`src/rtl/multu_sequencer_if.sv`:
```
// Bundle of decoder-driven controls and HI/LO-side results for the MULTU sequencer.
interface multu_sequencer_if #(
   parameter int unsigned WIDTH = 32
);
   logic             start;
   logic [WIDTH-1:0] srca;
   logic [WIDTH-1:0] srcb;
   logic             rd_hi;
   logic             rd_lo;
   logic             wr_hi;
   logic             wr_lo;
   logic [WIDTH-1:0] wdata;
   logic [WIDTH-1:0] hi;
   logic [WIDTH-1:0] lo;
   logic             busy;
   logic             done;
   logic             stall;

   // Decoder / pipeline side
   modport master (
      output start, srca, srcb, rd_hi, rd_lo, wr_hi, wr_lo, wdata,
      input  hi, lo, busy, done, stall
   );

   // Sequencer side
   modport slave (
      input  start, srca, srcb, rd_hi, rd_lo, wr_hi, wr_lo, wdata,
      output hi, lo, busy, done, stall
   );
endinterface

```
`src/rtl/multu_sequencer.sv`:
```
// Shift-add unsigned multiplier owning the architectural HI/LO pair.
// Consumes STEP multiplier bits per RUN cycle and commits the full product on the last one.
module multu_sequencer #(
   parameter int unsigned WIDTH = 32,
   parameter int unsigned STEP  = 1
) (
   input logic                clk,
   input logic                reset,
   multu_sequencer_if.slave   bus
);

   localparam int unsigned NCYC  = WIDTH / STEP;
   localparam int unsigned CNT_W = $clog2(NCYC + 1);

   localparam logic [1:0] IDLE = 2'd0;
   localparam logic [1:0] RUN  = 2'd1;
   localparam logic [1:0] DONE = 2'd2;

   logic [1:0]         state_q, state_d;
   logic [WIDTH-1:0]   mcand_q, mcand_d;
   logic [WIDTH-1:0]   mplier_q, mplier_d;
   logic [2*WIDTH-1:0] acc_q, acc_d;
   logic [CNT_W-1:0]   cnt_q, cnt_d;
   logic [WIDTH-1:0]   hi_q, hi_d;
   logic [WIDTH-1:0]   lo_q, lo_d;

   logic [2*WIDTH-1:0] pp;
   logic [2*WIDTH-1:0] acc_sum;
   int unsigned        shamt;

   // Partial product of this RUN cycle, placed at the offset of the bits already consumed
   always_comb begin
      pp      = {{WIDTH{1'b0}}, mcand_q} * {{(2*WIDTH-STEP){1'b0}}, mplier_q[STEP-1:0]};
      shamt   = STEP * (NCYC - 32'(cnt_q));
      acc_sum = acc_q + (pp << shamt);
   end

   // Next-state: IDLE and DONE decode identically; start outranks MTHI/MTLO
   always_comb begin
      state_d  = state_q;
      mcand_d  = mcand_q;
      mplier_d = mplier_q;
      acc_d    = acc_q;
      cnt_d    = cnt_q;
      hi_d     = hi_q;
      lo_d     = lo_q;
      case (state_q)
         RUN: begin
            acc_d    = acc_sum;
            mplier_d = mplier_q >> STEP;
            cnt_d    = cnt_q - CNT_W'(1);
            if (cnt_q == CNT_W'(1)) begin
               hi_d    = acc_sum[2*WIDTH-1:WIDTH];
               lo_d    = acc_sum[WIDTH-1:0];
               state_d = DONE;
            end
         end
         default: begin
            if (bus.start) begin
               mcand_d  = bus.srca;
               mplier_d = bus.srcb;
               acc_d    = '0;
               cnt_d    = CNT_W'(NCYC);
               state_d  = RUN;
            end else begin
               state_d = IDLE;
               if (bus.wr_hi) hi_d = bus.wdata;
               if (bus.wr_lo) lo_d = bus.wdata;
            end
         end
      endcase
   end

   // State registers; reset aborts a running multiply without committing
   always_ff @(posedge clk) begin
      if (reset) begin
         state_q  <= IDLE;
         mcand_q  <= '0;
         mplier_q <= '0;
         acc_q    <= '0;
         cnt_q    <= '0;
         hi_q     <= '0;
         lo_q     <= '0;
      end else begin
         state_q  <= state_d;
         mcand_q  <= mcand_d;
         mplier_q <= mplier_d;
         acc_q    <= acc_d;
         cnt_q    <= cnt_d;
         hi_q     <= hi_d;
         lo_q     <= lo_d;
      end
   end

   assign bus.hi    = hi_q;
   assign bus.lo    = lo_q;
   assign bus.busy  = (state_q == RUN);
   assign bus.done  = (state_q == DONE);
   // Any HI/LO access or new MULTU must wait for the running product
   assign bus.stall = bus.busy & (bus.start | bus.rd_hi | bus.rd_lo | bus.wr_hi | bus.wr_lo);

endmodule

```
`src/flat_wrapper.sv`:
```
// flat-port wrapper written by rule: the top's interface ports become plain ports
module multu_sequencer_flat 
#(
   parameter int unsigned WIDTH = 32,
   parameter int unsigned STEP  = 1
)
  (clk, reset, bus_start, bus_srca, bus_srcb, bus_rd_hi, bus_rd_lo, bus_wr_hi, bus_wr_lo, bus_wdata, bus_hi, bus_lo, bus_busy, bus_done, bus_stall);
  multu_sequencer_if #(.WIDTH(WIDTH)) bus_i ();
  input logic clk;
  input logic reset;
  input wire logic [$bits(bus_i.start)-1:0] bus_start;
  input wire logic [$bits(bus_i.srca)-1:0] bus_srca;
  input wire logic [$bits(bus_i.srcb)-1:0] bus_srcb;
  input wire logic [$bits(bus_i.rd_hi)-1:0] bus_rd_hi;
  input wire logic [$bits(bus_i.rd_lo)-1:0] bus_rd_lo;
  input wire logic [$bits(bus_i.wr_hi)-1:0] bus_wr_hi;
  input wire logic [$bits(bus_i.wr_lo)-1:0] bus_wr_lo;
  input wire logic [$bits(bus_i.wdata)-1:0] bus_wdata;
  output wire logic [$bits(bus_i.hi)-1:0] bus_hi;
  output wire logic [$bits(bus_i.lo)-1:0] bus_lo;
  output wire logic [$bits(bus_i.busy)-1:0] bus_busy;
  output wire logic [$bits(bus_i.done)-1:0] bus_done;
  output wire logic [$bits(bus_i.stall)-1:0] bus_stall;
  assign bus_i.start = bus_start;
  assign bus_i.srca = bus_srca;
  assign bus_i.srcb = bus_srcb;
  assign bus_i.rd_hi = bus_rd_hi;
  assign bus_i.rd_lo = bus_rd_lo;
  assign bus_i.wr_hi = bus_wr_hi;
  assign bus_i.wr_lo = bus_wr_lo;
  assign bus_i.wdata = bus_wdata;
  assign bus_hi = bus_i.hi;
  assign bus_lo = bus_i.lo;
  assign bus_busy = bus_i.busy;
  assign bus_done = bus_i.done;
  assign bus_stall = bus_i.stall;
  multu_sequencer #(.WIDTH(WIDTH), .STEP(STEP)) u_core (.clk(clk), .reset(reset), .bus(bus_i));
endmodule
```
`config.mk`:
```
export PLATFORM = sky130hd
export DESIGN_NAME = multu_sequencer_flat
export DESIGN_NICKNAME = d
export VERILOG_FILES = /design/src/rtl/multu_sequencer_if.sv /design/src/rtl/multu_sequencer.sv /design/src/flat_wrapper.sv
export SDC_FILE = /design/constraint.sdc
export NUM_CORES = 1
export LEC_CHECK = 0
export BUFFER_PORTS_ARGS = -buffer_cell sky130_fd_sc_hd__clkbuf_2
export CAP_MARGIN = 10
export CELL_PAD_IN_SITES_DETAIL_PLACEMENT = 1
export CELL_PAD_IN_SITES_GLOBAL_PLACEMENT = 1
export CORE_MARGIN = 8
export CORE_UTILIZATION = 35
export CTS_BUF_LIST = sky130_fd_sc_hd__clkbuf_8
export CTS_CLUSTER_DIAMETER = 30
export CTS_CLUSTER_SIZE = 25
export DETAILED_ROUTE_END_ITERATION = 10
export PLACE_DENSITY = 0.69
export SYNTH_ARGS = -nofsm -noshare
export SYNTH_HDL_FRONTEND = slang
export SYNTH_SLANG_ARGS = --single-unit
```
`constraint.sdc`:
```
create_clock -name clk -period 5.33 [get_ports clk]
set_input_delay 0 -clock clk [delete_from_list [all_inputs] [get_ports clk]]
set_output_delay 0 -clock clk [all_outputs]
set_load 0.01 [all_outputs]
```
==> impl_metrics.env <==
export IMPL_worst_pin_slew_ps=1049
export IMPL_drt_wl_total_microns=62960
export IMPL_die_h_microns=216.4
export IMPL_seq_area_frac_synth_pct=28.48
export IMPL_crit_family="compound AO/OA/AOI/OAI gates"
export IMPL_core_sq_um=39730
export IMPL_switching_power_uw=2049
export IMPL_critPathKind="flip-flop to flip-flop"
export IMPL_final_util_pct=47.69
export IMPL_finalNonFillerCells=2841
export IMPL_hold_violations=0
export IMPL_drc_errors=0
export IMPL_drive_above_1_share_pct=25.37
export IMPL_start_kind="flip-flop"
export IMPL_min_period_ps=5225
export IMPL_powerDensity_nw_per_um2=262.1
export IMPL_fin_hold_ws_ps=134.3
export IMPL_die_w_microns=216.4
export IMPL_synth_common_cells="nand2_1, a21oi_1, nor2_1"
export IMPL_grt_ovfl_total=0
export IMPL_critPathBufInv=7
export IMPL_fmax_mhz=191.4
export IMPL_pwr_share_seq_pct=34.0
export IMPL_cts_tree="built"
export IMPL_hp_class="input port to flip-flop"
export IMPL_crit_top_cell="a21oi_1"
export IMPL_grt_pass1_vias=16880
export IMPL_grt_pass1_wl_microns=97770
export IMPL_synth_cells=1873
export IMPL_drv_slew=0
export IMPL_worstSkewPairLatency_ps=600
export IMPL_slowest_delay_ps=550
export IMPL_ys_flop_type="dfxtp_1"
export IMPL_start_util_pct=35.39
export IMPL_clock_sinks=200
export IMPL_viasPerCell=5.611
export IMPL_cts_root_buf="clkbuf_8"
export IMPL_p_sw_share_pct=41.26
export IMPL_area_delta_synth_final_pct=34.78
export IMPL_wire_per_inst_microns=22.16
export IMPL_yosysWarnings=0
export IMPL_clkPwrFrac_pct=20.8
export IMPL_required_ps=5840
export IMPL_dp_hpwl_microns=47890
export IMPL_max_slew_margin_rel_pct=29.89
export IMPL_yosysMostFrequentCell="nand2_1"
export IMPL_first_iter_violations=847
export IMPL_seqCellArea_sq_um=4006
export IMPL_synth_edf_count=0
export IMPL_rsz0062_at_grt="true"
export IMPL_syn_nets=2043
export IMPL_worstPathArrival_ps=5740
export IMPL_crit_fanout=13
export IMPL_path_clk_slew_ps=110
export IMPL_gp_congestion=0.9331
export IMPL_h_tree_depth=4
export IMPL_clk_path_buf_depth=2
export IMPL_gr_usage_all_layers_pct=26.45
export IMPL_synthTopCellsByArea="dfxtp_1, a21oi_1, nand2_1"
export IMPL_endpoint_kind="flip-flop"
export IMPL_worstPathCellList="inv_2 > ha_4 > or4b_4 > a21boi_4 > buf_12 > buf_12 > nand3_1 > o21ai_1 > inv_1 > a21oi_1 > buf_4 > a21oi_1 > nor2_1 > ha_1 > buf_4 > a21oi_1 > o21ai_0 > a21oi_1 > o221a_2 > a2bb2oi_2 > buf_4 > a21oi_1 > or4b_4 > a221oi_1"
export IMPL_synth_largest_area_cell="dfxtp_1"
export IMPL_die_area_sq_um=46840
export IMPL_ys_types=73
export IMPL_placed_cells=2703
export IMPL_numCtsBuffers=17
export IMPL_p_leak_uw=0.008201
export IMPL_ios=170
export IMPL_syn_avg_cell_area_sq_um=7.507
export IMPL_fill_cells=4946
export IMPL_synth_top_cell_area_share_pct=28.48
export IMPL_ant_nets=0
export IMPL_first_pass_iters=5
export IMPL_antenna_found_initial=1
export IMPL_mappedNetlistArea_sq_um=14060
export IMPL_vias=15940
export IMPL_grt_max_degree=116
export IMPL_pwr_share_comb_pct=45.2
export IMPL_portBuffers=169
export IMPL_maxCapViolations=0
export IMPL_fin_nets=2471
export IMPL_multi_input_area_sq_um=9793
export IMPL_async_reset_ff_share_pct=0
export IMPL_status="finished clean"
export IMPL_rows=73
export IMPL_p_int_uw=2917
export IMPL_irDropWorstVdd_v=0.0002774
export IMPL_setup_viol=0
export IMPL_final_setup_tns_ps=0
export IMPL_worst_path_max_delay_cell="or4b_4"
export IMPL_ys_seq_elements=200
export IMPL_period_share_pct=98.03
export IMPL_skew_ps=26.54
## worst reg2reg max path, stage by stage (launching register included)
cell and delay, ps:
dfxtp_2 340, inv_2 80, ha_4 160, or4b_4 500, a21boi_4 200, buf_12 160
buf_12 120, nand3_1 60, o21ai_1 130, inv_1 100, a21oi_1 230, buf_4 190
a21oi_1 80, nor2_1 270, ha_1 340, buf_4 180, a21oi_1 190, o21ai_0 130
a21oi_1 220, o221a_2 250, a2bb2oi_2 140, buf_4 160, a21oi_1 80, or4b_4 550
a221oi_1 290
## registers in the layout (all words and copies together) (netlist names)
name             flops
u_core.acc_q        64
u_core.bus.hi       32
u_core.bus.lo       32
u_core.cnt_q         6
u_core.mcand_q      32
u_core.mplier_q     32
u_core.state_q       2
## layout make-up
class / instances / area share (%)
inverters: 26 / 0.5282
well taps: 525 / 3.466
diodes: 2 / 0.02641
flip-flops and latches: 200 / 21.14
repair buffers: 546 / 21.14
clock inverters: 13 / 0.6405
clock buffers: 19 / 1.380
multi-input cells: 1510 / 51.68
## power groups by stage
stage	Clock, uW	Sequential (uW)	Combinational [uW]
detailed placement	0	1720	2080
floorplan	0	1710	1170
finish	1030	1690	2240
global placement	0	1720	2050
global route	1110	1700	2420
CTS	1060	1690	2160
## path summary, 6_finish.rpt
check,slack (ps),cells after the start,end,start
max,100,24,u_core.bus.hi[27],u_core.cnt_q[1]
min,130,4,u_core.mplier_q[31],bus_start
max reg2reg,100,24,u_core.bus.hi[27],u_core.cnt_q[1]
min reg2reg,470,2,u_core.acc_q[0],u_core.acc_q[0]
## through the flow
stage               cell area, sq um  total power [uW]  setup slack [ps]
floorplan                      14070              2879            -2.248
global placement               17210              3762            -273.4
detailed placement             17210              3803            -223.1
CTS                            18640              4915            0.3104
global route                   18950              5232            -120.8
finish                         18950              4967             104.8
## kinds of logic after synthesis
group | after synthesis | share of synthesized area, %
fa+ha+maj | 67 | 6.016
simple gates | 712 | 22.04
xor+xnor | 55 | 3.426
flops | 200 | 28.48
mux | 103 | 9.584
buf+inv | 163 | 4.512
compound gates | 573 | 25.94
## cell usage in the layout, fill, tap and decap left out, types with 25 or more instances in the layout
master,synthesis,layout
inv_1,25,25
nor2_1,210,203
nor3_1,46,44
mux2i_1,75,66
buf_4,1,271
clkbuf_2,1,168
nand3_1,28,27
a211oi_1,43,41
ha_1,66,64
dfxtp_1,200,198
a21oi_1,231,220
dlygate4sd3_1,0,98
xor2_1,30,26
a311oi_1,50,48
nand2_1,308,307
mux4_2,25,25
o21ai_0,76,66
a21o_1,30,28
## what timing repair did
item | 4_1_cts | 5_1_grt
resized for setup | 14 | 65
endpoints found under the hold margin | 161 | 0
pin swaps | 2 | 12
endpoints found under the setup margin | 25 | 55
setup buffers | 1 | 4
hold buffers | 98 | 0
## metal layers
layer,part of all wire [%],track usage [%],up-vias
li1,-,-,7657
met1,44,32.35,7799
met2,48,45.25,365
met3,3.7,3.997,120
met4,4.3,12.22,0
met5,0,0,-
(Power assumes the default switching activity.)
